`config.mk`:
```
export PLATFORM = sky130hd
export DESIGN_NAME = fft_stage_sequencer
export DESIGN_NICKNAME = d
export VERILOG_FILES = /design/src/rtl/fft_pkg.sv /design/src/rtl/fft_pass_timer.sv /design/src/rtl/fft_stage_sequencer.sv
export SDC_FILE = /design/constraint.sdc
export NUM_CORES = 1
export LEC_CHECK = 0
export ABC_AREA = 0
export CORE_MARGIN = 8
export CORE_UTILIZATION = 32
export CTS_BUF_LIST = sky130_fd_sc_hd__clkbuf_4 sky130_fd_sc_hd__clkbuf_8
export CTS_CLUSTER_SIZE = 20
export DETAILED_ROUTE_END_ITERATION = 8
export DONT_BUFFER_PORTS = 1
export REMOVE_ABC_BUFFERS = 1
export SLEW_MARGIN = 20
export SYNTH_ARGS = -nofsm -noshare
export SYNTH_HDL_FRONTEND = slang
export SYNTH_SLANG_ARGS = --single-unit
```
`constraint.sdc`:
```
create_clock -name CLK -period 1.64 [get_ports CLK]
set_clock_uncertainty 0.2 [all_clocks]
set_input_delay 0.164 -clock CLK [delete_from_list [all_inputs] [get_ports CLK]]
set_output_delay 0.164 -clock CLK [all_outputs]
set_load 0.005 [all_outputs]
```
`src/rtl/fft_pkg.sv`:
```
// Shared constants and state encoding for the iterative 32-point FFT core.
// Used by the stage sequencer and its pass timer.
package fft_pkg;

  localparam int NO_IN_OUT      = 32;
  localparam int DATA_WIDTH     = 16;
  localparam int DEF_NO_STAGES  = 5;
  localparam int DEF_STAGE_W    = 3;
  localparam int LAT_W          = 4;

  typedef enum logic [1:0] {
    IDLE    = 2'd0,
    COMPUTE = 2'd1,
    OUT     = 2'd2
  } state_e;

endpackage

```
`src/rtl/fft_pass_timer.sv`:
```
// Per-pass latency counter and stage index for the reused butterfly array.
// Flags the final cycle of each pass and the last pass of a frame.
module fft_pass_timer
  import fft_pkg::*;
#(
  parameter int NO_STAGES = DEF_NO_STAGES,
  parameter int STAGE_W   = DEF_STAGE_W,
  parameter int BFLY_LAT  = 1
) (
  input  logic               clk,
  input  logic               rst_n,
  input  logic               i_clear,
  input  logic               i_run,
  output logic [STAGE_W-1:0] o_stage,
  output logic               o_pass_done,
  output logic               o_last_stage
);

  logic [LAT_W-1:0]   r_lat_cnt;
  logic [STAGE_W-1:0] r_stage;
  logic               w_lat_end;

  assign w_lat_end    = (r_lat_cnt == LAT_W'(BFLY_LAT - 1));
  assign o_last_stage = (r_stage == STAGE_W'(NO_STAGES - 1));
  assign o_pass_done  = i_run && w_lat_end;
  assign o_stage      = r_stage;

  // NOTE: sequential state uses non-blocking assignments so every register
  // samples pre-edge values, independent of statement order.
  always_ff @(posedge clk or negedge rst_n) begin
    if (!rst_n) begin
      r_lat_cnt <= '0;
      r_stage   <= '0;
    end else if (i_clear) begin
      r_lat_cnt <= '0;
      r_stage   <= '0;
    end else if (i_run) begin
      if (w_lat_end) begin
        r_lat_cnt <= '0;
        r_stage   <= o_last_stage ? '0 : r_stage + STAGE_W'(1);
      end else begin
        r_lat_cnt <= r_lat_cnt + LAT_W'(1);
      end
    end
  end

endmodule

```
`src/rtl/fft_stage_sequencer.sv`:
```
// Control FSM for the iterative FFT: loads a frame, steps the stage index
// through every pass, then hands the result downstream over valid/ready.
module fft_stage_sequencer
  import fft_pkg::*;
#(
  parameter int NO_STAGES = DEF_NO_STAGES,
  parameter int STAGE_W   = DEF_STAGE_W,
  parameter int BFLY_LAT  = 1,
  parameter int FCNT_W    = 16
) (
  input  logic               CLK,
  input  logic               RST,
  input  logic               flush,
  input  logic               in_valid,
  output logic               in_ready,
  input  logic               out_ready,
  output logic               out_valid,
  output logic               load_sel,
  output logic               reg_en,
  output logic [STAGE_W-1:0] stage_sel,
  output logic               busy,
  output logic [FCNT_W-1:0]  frame_cnt
);

  state_e              r_state;
  logic [FCNT_W-1:0]   r_frame_cnt;

  logic                w_accept;
  logic                w_handoff;
  logic                w_pass_done;
  logic                w_last_stage;
  logic                w_timer_clear;
  logic                w_timer_run;
  logic [STAGE_W-1:0]  w_stage;

  assign w_timer_clear = flush || w_accept;
  assign w_timer_run   = (r_state == COMPUTE);
  assign frame_cnt     = r_frame_cnt;

  fft_pass_timer #(
    .NO_STAGES (NO_STAGES),
    .STAGE_W   (STAGE_W),
    .BFLY_LAT  (BFLY_LAT)
  ) u_pass_timer (
    .clk          (CLK),
    .rst_n        (RST),
    .i_clear      (w_timer_clear),
    .i_run        (w_timer_run),
    .o_stage      (w_stage),
    .o_pass_done  (w_pass_done),
    .o_last_stage (w_last_stage)
  );

  // NOTE: every signal driven here gets a default first, so no path through
  // the case statement can leave a value held and infer a latch.
  always_comb begin
    w_accept  = 1'b0;
    w_handoff = 1'b0;
    in_ready  = 1'b0;
    out_valid = 1'b0;
    load_sel  = 1'b0;
    reg_en    = 1'b0;
    stage_sel = '0;
    busy      = 1'b0;
    unique case (r_state)
      IDLE: begin
        in_ready = !flush;
        w_accept = in_valid && !flush;
      end
      COMPUTE: begin
        busy      = 1'b1;
        stage_sel = w_stage;
        reg_en    = w_pass_done && !flush;
      end
      OUT: begin
        // A new frame may only enter while the finished one is leaving.
        out_valid = !flush;
        in_ready  = out_ready && !flush;
        w_handoff = out_ready && !flush;
        w_accept  = w_handoff && in_valid;
      end
      default: ;
    endcase
    load_sel = w_accept;
    reg_en   = reg_en || w_accept;
  end

  always_ff @(posedge CLK or negedge RST) begin
    if (!RST) begin
      r_state     <= IDLE;
      r_frame_cnt <= '0;
    end else if (flush) begin
      r_state <= IDLE;
    end else begin
      unique case (r_state)
        IDLE: begin
          if (w_accept) r_state <= COMPUTE;
        end
        COMPUTE: begin
          if (w_pass_done && w_last_stage) r_state <= OUT;
        end
        OUT: begin
          if (w_handoff) begin
            r_frame_cnt <= r_frame_cnt + FCNT_W'(1);
            r_state     <= w_accept ? COMPUTE : IDLE;
          end
        end
        default: r_state <= IDLE;
      endcase
    end
  end

endmodule
```
==> flow_summary.ini, run 1 <==
[synthesis]
yosysSeqAreaShare_pct = 49.3
postSynthAreaPerCell_um2 = 10.6
synth_area_um2 = 1270
synth_compound_area_share_pct = 5.62
synth-seq-cells = 25
netlist_instances = 120
synth-simple-area-share_pct = 23.7
synth_fa_ha_area_share_pct = 4.93
synth_xor_area_share_pct = 11.0
synth.area.mux_share_pct = 0.887
ys_types = 30
ys_warn_count = 0
synth_top_family_by_area = simple AND/OR/NAND/NOR gates

[layout]
n_fill_cell = 397
drive_above_1_share_pct = 25.5
layout_common_cells = 25 x dfrtp_1, 21 x buf_4, 15 x xnor2_1
nets = 156
antenna_cells = 0
syn2layout_area_growth_pct = 24.6
final_common_cell = dfrtp_1
finalInstanceArea_um2 = 1580

[sta]
timing.hold.ws_ns = 0.0131
period_needed_ns = 1.73
layout_worst_path_cycle_share_pct = 106
relSlewSlack_pct = 82.6
rsz0062_at_grt = true
setup_viol = 3
tightest_slew_ns = 0.262
slew_viol_final = 0
setup_ws_ns = -0.0938
tns_ns = -0.129
max_freq_ghz = 0.577
finalHoldViolations = 0

[routing]
routed_via_density = 4.86
drt-initial-drc-count = 19
via_count = 948
ant_nets = 0
drtPass1Iterations = 4
remaining_drc_errors = 0
wirelength_um = 2930
wl_per_cell_um = 15.0

[floorplan]
die_area_um2 = 6240
start_util_pct = 32.4
fp.coreArea_um2 = 3910
num_rows = 23
die_h_um = 79.0
die_x_um = 79.0
pin_count = 29

[run_status]
violations = negative setup slack
status = finished, violations left

[worst_setup_path]
reg2reg_depth = 8
crit_arrival_ns = 1.37
critPathMaxFanout = 4
r2r_start = u_pass_timer.r_lat_cnt[0]
required_ns = 1.28
r2r_end = u_pass_timer.o_stage[0]
start_kind = register
cp-end-kind = output pin
worst-r2r-setup-slack_ns = -0.02
critical_path_class = reg -> out

[clock_network]
clkTransAtPathRegs_ns = 0.09
clock_latency_ns = 0.26
cts-buffers-inserted = 3
cts.sinks = 25
clockBufferDepth = 2
cts_tree = yes
clockRootBuffer = clkbuf_8
cts-htree-levels = 1

[hold_path]
holdCritStartpoint = flush
holdPathStages = 2
hold_class = in -> reg
worstHoldEndpoint = u_pass_timer.r_lat_cnt[2]

[global_route]
grt_overflow = 0
first_global_vias = 959
grt_pass1_wl_um = 4790
antenna_found_initial = 0
grt_max_degree = 26
track_usage_pct = 9.44

[flow_run]
maxCapViolations = 0

[placement]
port_buffers = 0
hpwlAfterDp_um = 2190
place_congestion = 0.801
place_area_um2 = 1440

[pwr]
power_density_nw_per_um2 = 695
power.total_mw = 1.10
p_leak_nw = 0.738
ir_drop_mv = 0.328
layout make-up:
type	count	area, µm²	share of cell area, %
Tap cell	50	62.6	3.95
Multi-Input combinational cell	84	612	38.7
Inverter	7	26.3	1.66
Sequential cell	25	626	39.5
Clock buffer	4	48.8	3.08
Timing Repair Buffer	25	208	13.1
layer usage:
metal	vias up	GRT usage (%)	part of all wire, %	routed length [µm]
li1	458	-	-	-
met1	469	11.2	42	1230
met2	17	15.1	49	1440
met3	4	3.39	7.2	210
met4	0	3.89	1.5	44
met5	-	0	0	0
state kept, by name (all words and copies together), names as in the netlist:
name	cells
frame_cnt	16
u_pass_timer.r_lat_cnt	4
u_pass_timer.o_stage	3
r_state	2
how the worst max path moves through the flow:
stage / end / cells after the start / from
floorplan: frame_cnt[10] / 4 / r_state[0]
global placement: frame_cnt[14] / 4 / r_state[0]
detailed placement: frame_cnt[10] / 4 / r_state[0]
CTS: reg_en / 5 / u_pass_timer.r_lat_cnt[0]
global route: reg_en / 5 / u_pass_timer.r_lat_cnt[1]
finish: reg_en / 5 / u_pass_timer.r_lat_cnt[0]
worst max-delay path: stages, from the launching register on:
cell     delay, ns
dfrtp_1       0.38
inv_1         0.06
ha_2          0.18
nor3b_4       0.22
nand2_2       0.12
a21oi_2       0.15
synthesized netlist by cell type:
master	n	share of area (%)
nand3b_1	1	0.59
nand2b_1	3	1.5
and3_2	1	0.59
nand2_1	10	3.0
o22a_1	1	0.69
clkbuf_1	1	0.30
xor2_1	1	0.69
dfrtp_1	25	49
inv_2	1	0.30
nor3_1	1	0.39
xnor2_1	15	10
and2_1	4	2.0
a21oi_1	8	3.2
nor3b_2	1	0.99
nor2_1	7	2.1
buf_2	1	0.39
and4_2	1	0.79
and4bb_1	1	0.99
buf_6	2	1.8
nand4b_1	1	0.69
o21ai_0	1	0.39
and4_1	2	1.4
nand3_1	7	2.8
nand4_1	6	3.0
a211o_1	2	1.4
and3_1	3	1.5
nand4_4	1	1.7
mux2_2	1	0.89
inv_1	6	1.8
ha_1	5	4.9
stage by stage:
step | instances | util, % | setup slack [ns]
6_report | 195 | 40.4 | -0.0938
5_1_grt | 195 | 40.4 | -0.201
4_1_cts | 194 | 40.0 | -0.103
3_5_place_dp | 184 | 36.7 | -0.0211
3_3_place_gp | 184 | 36.7 | 0.0202
2_1_floorplan | 116 | - | -0.0886
power breakdown:
group	switching (mW)	internal (mW)
Sequential	0.00409	0.621
Clock	0.188	0.190
Combinational	0.0542	0.0425
Total	0.247	0.853
cells by family after synthesis:
group | Yosys count
AND/OR/NAND/NOR | 50
flip-flops | 25
XOR/XNOR | 16
AO/OA/AOI/OAI | 12
buffers and inverters | 11
adder cells (fa/ha/maj) | 5
multiplexers | 1
repair_timing:
action                                  4_1_cts  5_1_grt
hold endpoints to repair                     28        0
hold buffers                                  4        0
gates resized for setup                       5        2
setup buffers                                 2        1
endpoints found under the setup margin        7        9
pin swaps                                     3        3
(Power assumes the default switching activity.)
==> run 2: changes to the inputs <==
CAP_MARGIN = 0   (was unset)
==> results of run 2 <==
Final layout, timing and power as in run 1 (identical DEF).
==> run 3: changes to the inputs <==
CORE_MARGIN = 2   (was 8)
CTS_CLUSTER_SIZE = 25   (was 20)
==> flow_summary.ini, run 3 (synthesized netlist as in run 1, its figures left out) <==
[clock_network]
cts-htree-levels = 1
cts_tree = yes
clockBufferDepth = 2
cts-buffers-inserted = 3
cts.sinks = 25
clock_latency_ns = 0.27
clkTransAtPathRegs_ns = 0.09
clockRootBuffer = clkbuf_8

[placement]
place_area_um2 = 1430
hpwlAfterDp_um = 1950
port_buffers = 0
place_congestion = 0.810

[floorplan]
die_area_um2 = 4490
die_x_um = 67.0
pin_count = 29
fp.coreArea_um2 = 3740
start_util_pct = 33.9
num_rows = 22
die_h_um = 67.0

[pwr]
power.share.switching_pct = 24.3
power_switching_uw = 268
power_density_nw_per_um2 = 689
ir_drop_mv = 0.303
clkPwrFrac_pct = 34.2
comb_power_share_pct = 9.1
power_frac_seq_pct = 56.8
p_int_uw = 836
p_leak_nw = 0.737

[worst_setup_path]
crit_arrival_ns = 1.36
critical_path_class = reg -> out
cp-end-kind = output pin
required_ns = 1.28
start_kind = register
critPathMaxFanout = 4

[routing]
drtPass1Iterations = 4
ant_nets = 0
routed_via_density = 4.94
wl_per_cell_um = 14.3
wirelength_um = 2760
via_count = 954
remaining_drc_errors = 0
drt-initial-drc-count = 29

[global_route]
first_global_vias = 1004
track_usage_pct = 13.5
grt_max_degree = 26
grt_overflow = 0
antenna_found_initial = 0
grt_pass1_wl_um = 4580

[layout]
final_common_cell = dfrtp_1
nets = 156
finalInstanceArea_um2 = 1600
layout_common_cells = 25 x dfrtp_1, 20 x buf_4, 15 x xnor2_1
antenna_cells = 0
drive_above_1_share_pct = 28.3
syn2layout_area_growth_pct = 26.1
n_fill_cell = 368
fin_util_pct = 42.8
largest_register_ffs = 16
multi_input_area_um2 = 627
ff_latch_area_um2 = 626

[sta]
tightest_slew_ns = 0.286
relSlewSlack_pct = 81.0
period_needed_ns = 1.72
setup_ws_ns = -0.0806
rsz0062_at_grt = true
finalHoldViolations = 0
slew_viol_final = 0
layout_worst_path_cycle_share_pct = 105
setup_viol = 3
max_freq_ghz = 0.581

[run_status]
violations = negative setup slack
status = finished, violations left

[flow_run]
maxCapViolations = 0

[hold_path]
hold_class = in -> reg
run 3: layer usage:
metal	track usage [%]	vias up	share of wire, %
li1	-	456	-
met1	16.8	472	42
met2	21.5	22	51
met3	3.72	4	5.1
met4	6.38	0	2.1
met5	0	-	0
run 3: path summary, 6_finish.rpt:
check	from	endpoint	slack (ns)	depth (start not counted)
min	out_ready	r_state[1]	0.04	3
max reg2reg	u_pass_timer.r_lat_cnt[1]	u_pass_timer.o_stage[0]	-0.03	8
min in group asynchronous	RST	frame_cnt[7]	0.11	2
max in group asynchronous	RST	u_pass_timer.r_lat_cnt[2]	0.97	2
max	u_pass_timer.r_lat_cnt[1]	reg_en	-0.08	5
min reg2reg	frame_cnt[15]	frame_cnt[15]	0.31	1
run 3: area by class of cell:
cell class / instances / share of cell area (%)
Tap cell: 48 / 3.75
Multi-Input combinational cell: 84 / 39.1
Inverter: 7 / 1.80
Sequential cell: 25 / 39.1
Clock inverter: 1 / 0.469
Clock buffer: 3 / 2.58
Timing Repair Buffer: 25 / 13.2
run 3: through the flow:
stage,setup WS (ns),power (mW),instances,hold WS [ns],setup TNS [ns]
2_1_floorplan,-0.0886,0.672,116,-0.332,-0.368
6_report,-0.0806,1.10,193,0.0363,-0.127
3_5_place_dp,-0.0437,0.693,182,-0.331,-0.0924
3_3_place_gp,0.0448,0.690,182,-0.331,0
4_1_cts,-0.106,1.11,192,0.0125,-0.106
5_1_grt,-0.182,1.15,193,0.0686,-0.457
run 3: power groups by stage:
stage / registers (mW) / logic, mW / clock network (mW)
6_report: 0.626 / 0.100 / 0.377
5_1_grt: 0.627 / 0.111 / 0.415
4_1_cts: 0.625 / 0.0887 / 0.392
3_5_place_dp: 0.637 / 0.0557 / 0
3_3_place_gp: 0.636 / 0.0539 / 0
2_1_floorplan: 0.638 / 0.0341 / 0
run 3: critical path, stage by stage, from the launching register on:
cell and delay, ns:
dfrtp_1 0.38, inv_1 0.06, ha_2 0.17, nor3b_4 0.21, nand2_2 0.12, a21oi_2 0.16
run 3: timing repair:
| action | 4_1_cts | 5_1_grt |
|---|---|---|
| pin swaps | 3 | 3 |
| hold buffers | 4 | 0 |
| gates resized for setup | 6 | 9 |
| hold endpoints to repair | 28 | 0 |
| buffers inserted | 2 | 1 |
| setup endpoints to repair | 7 | 10 |
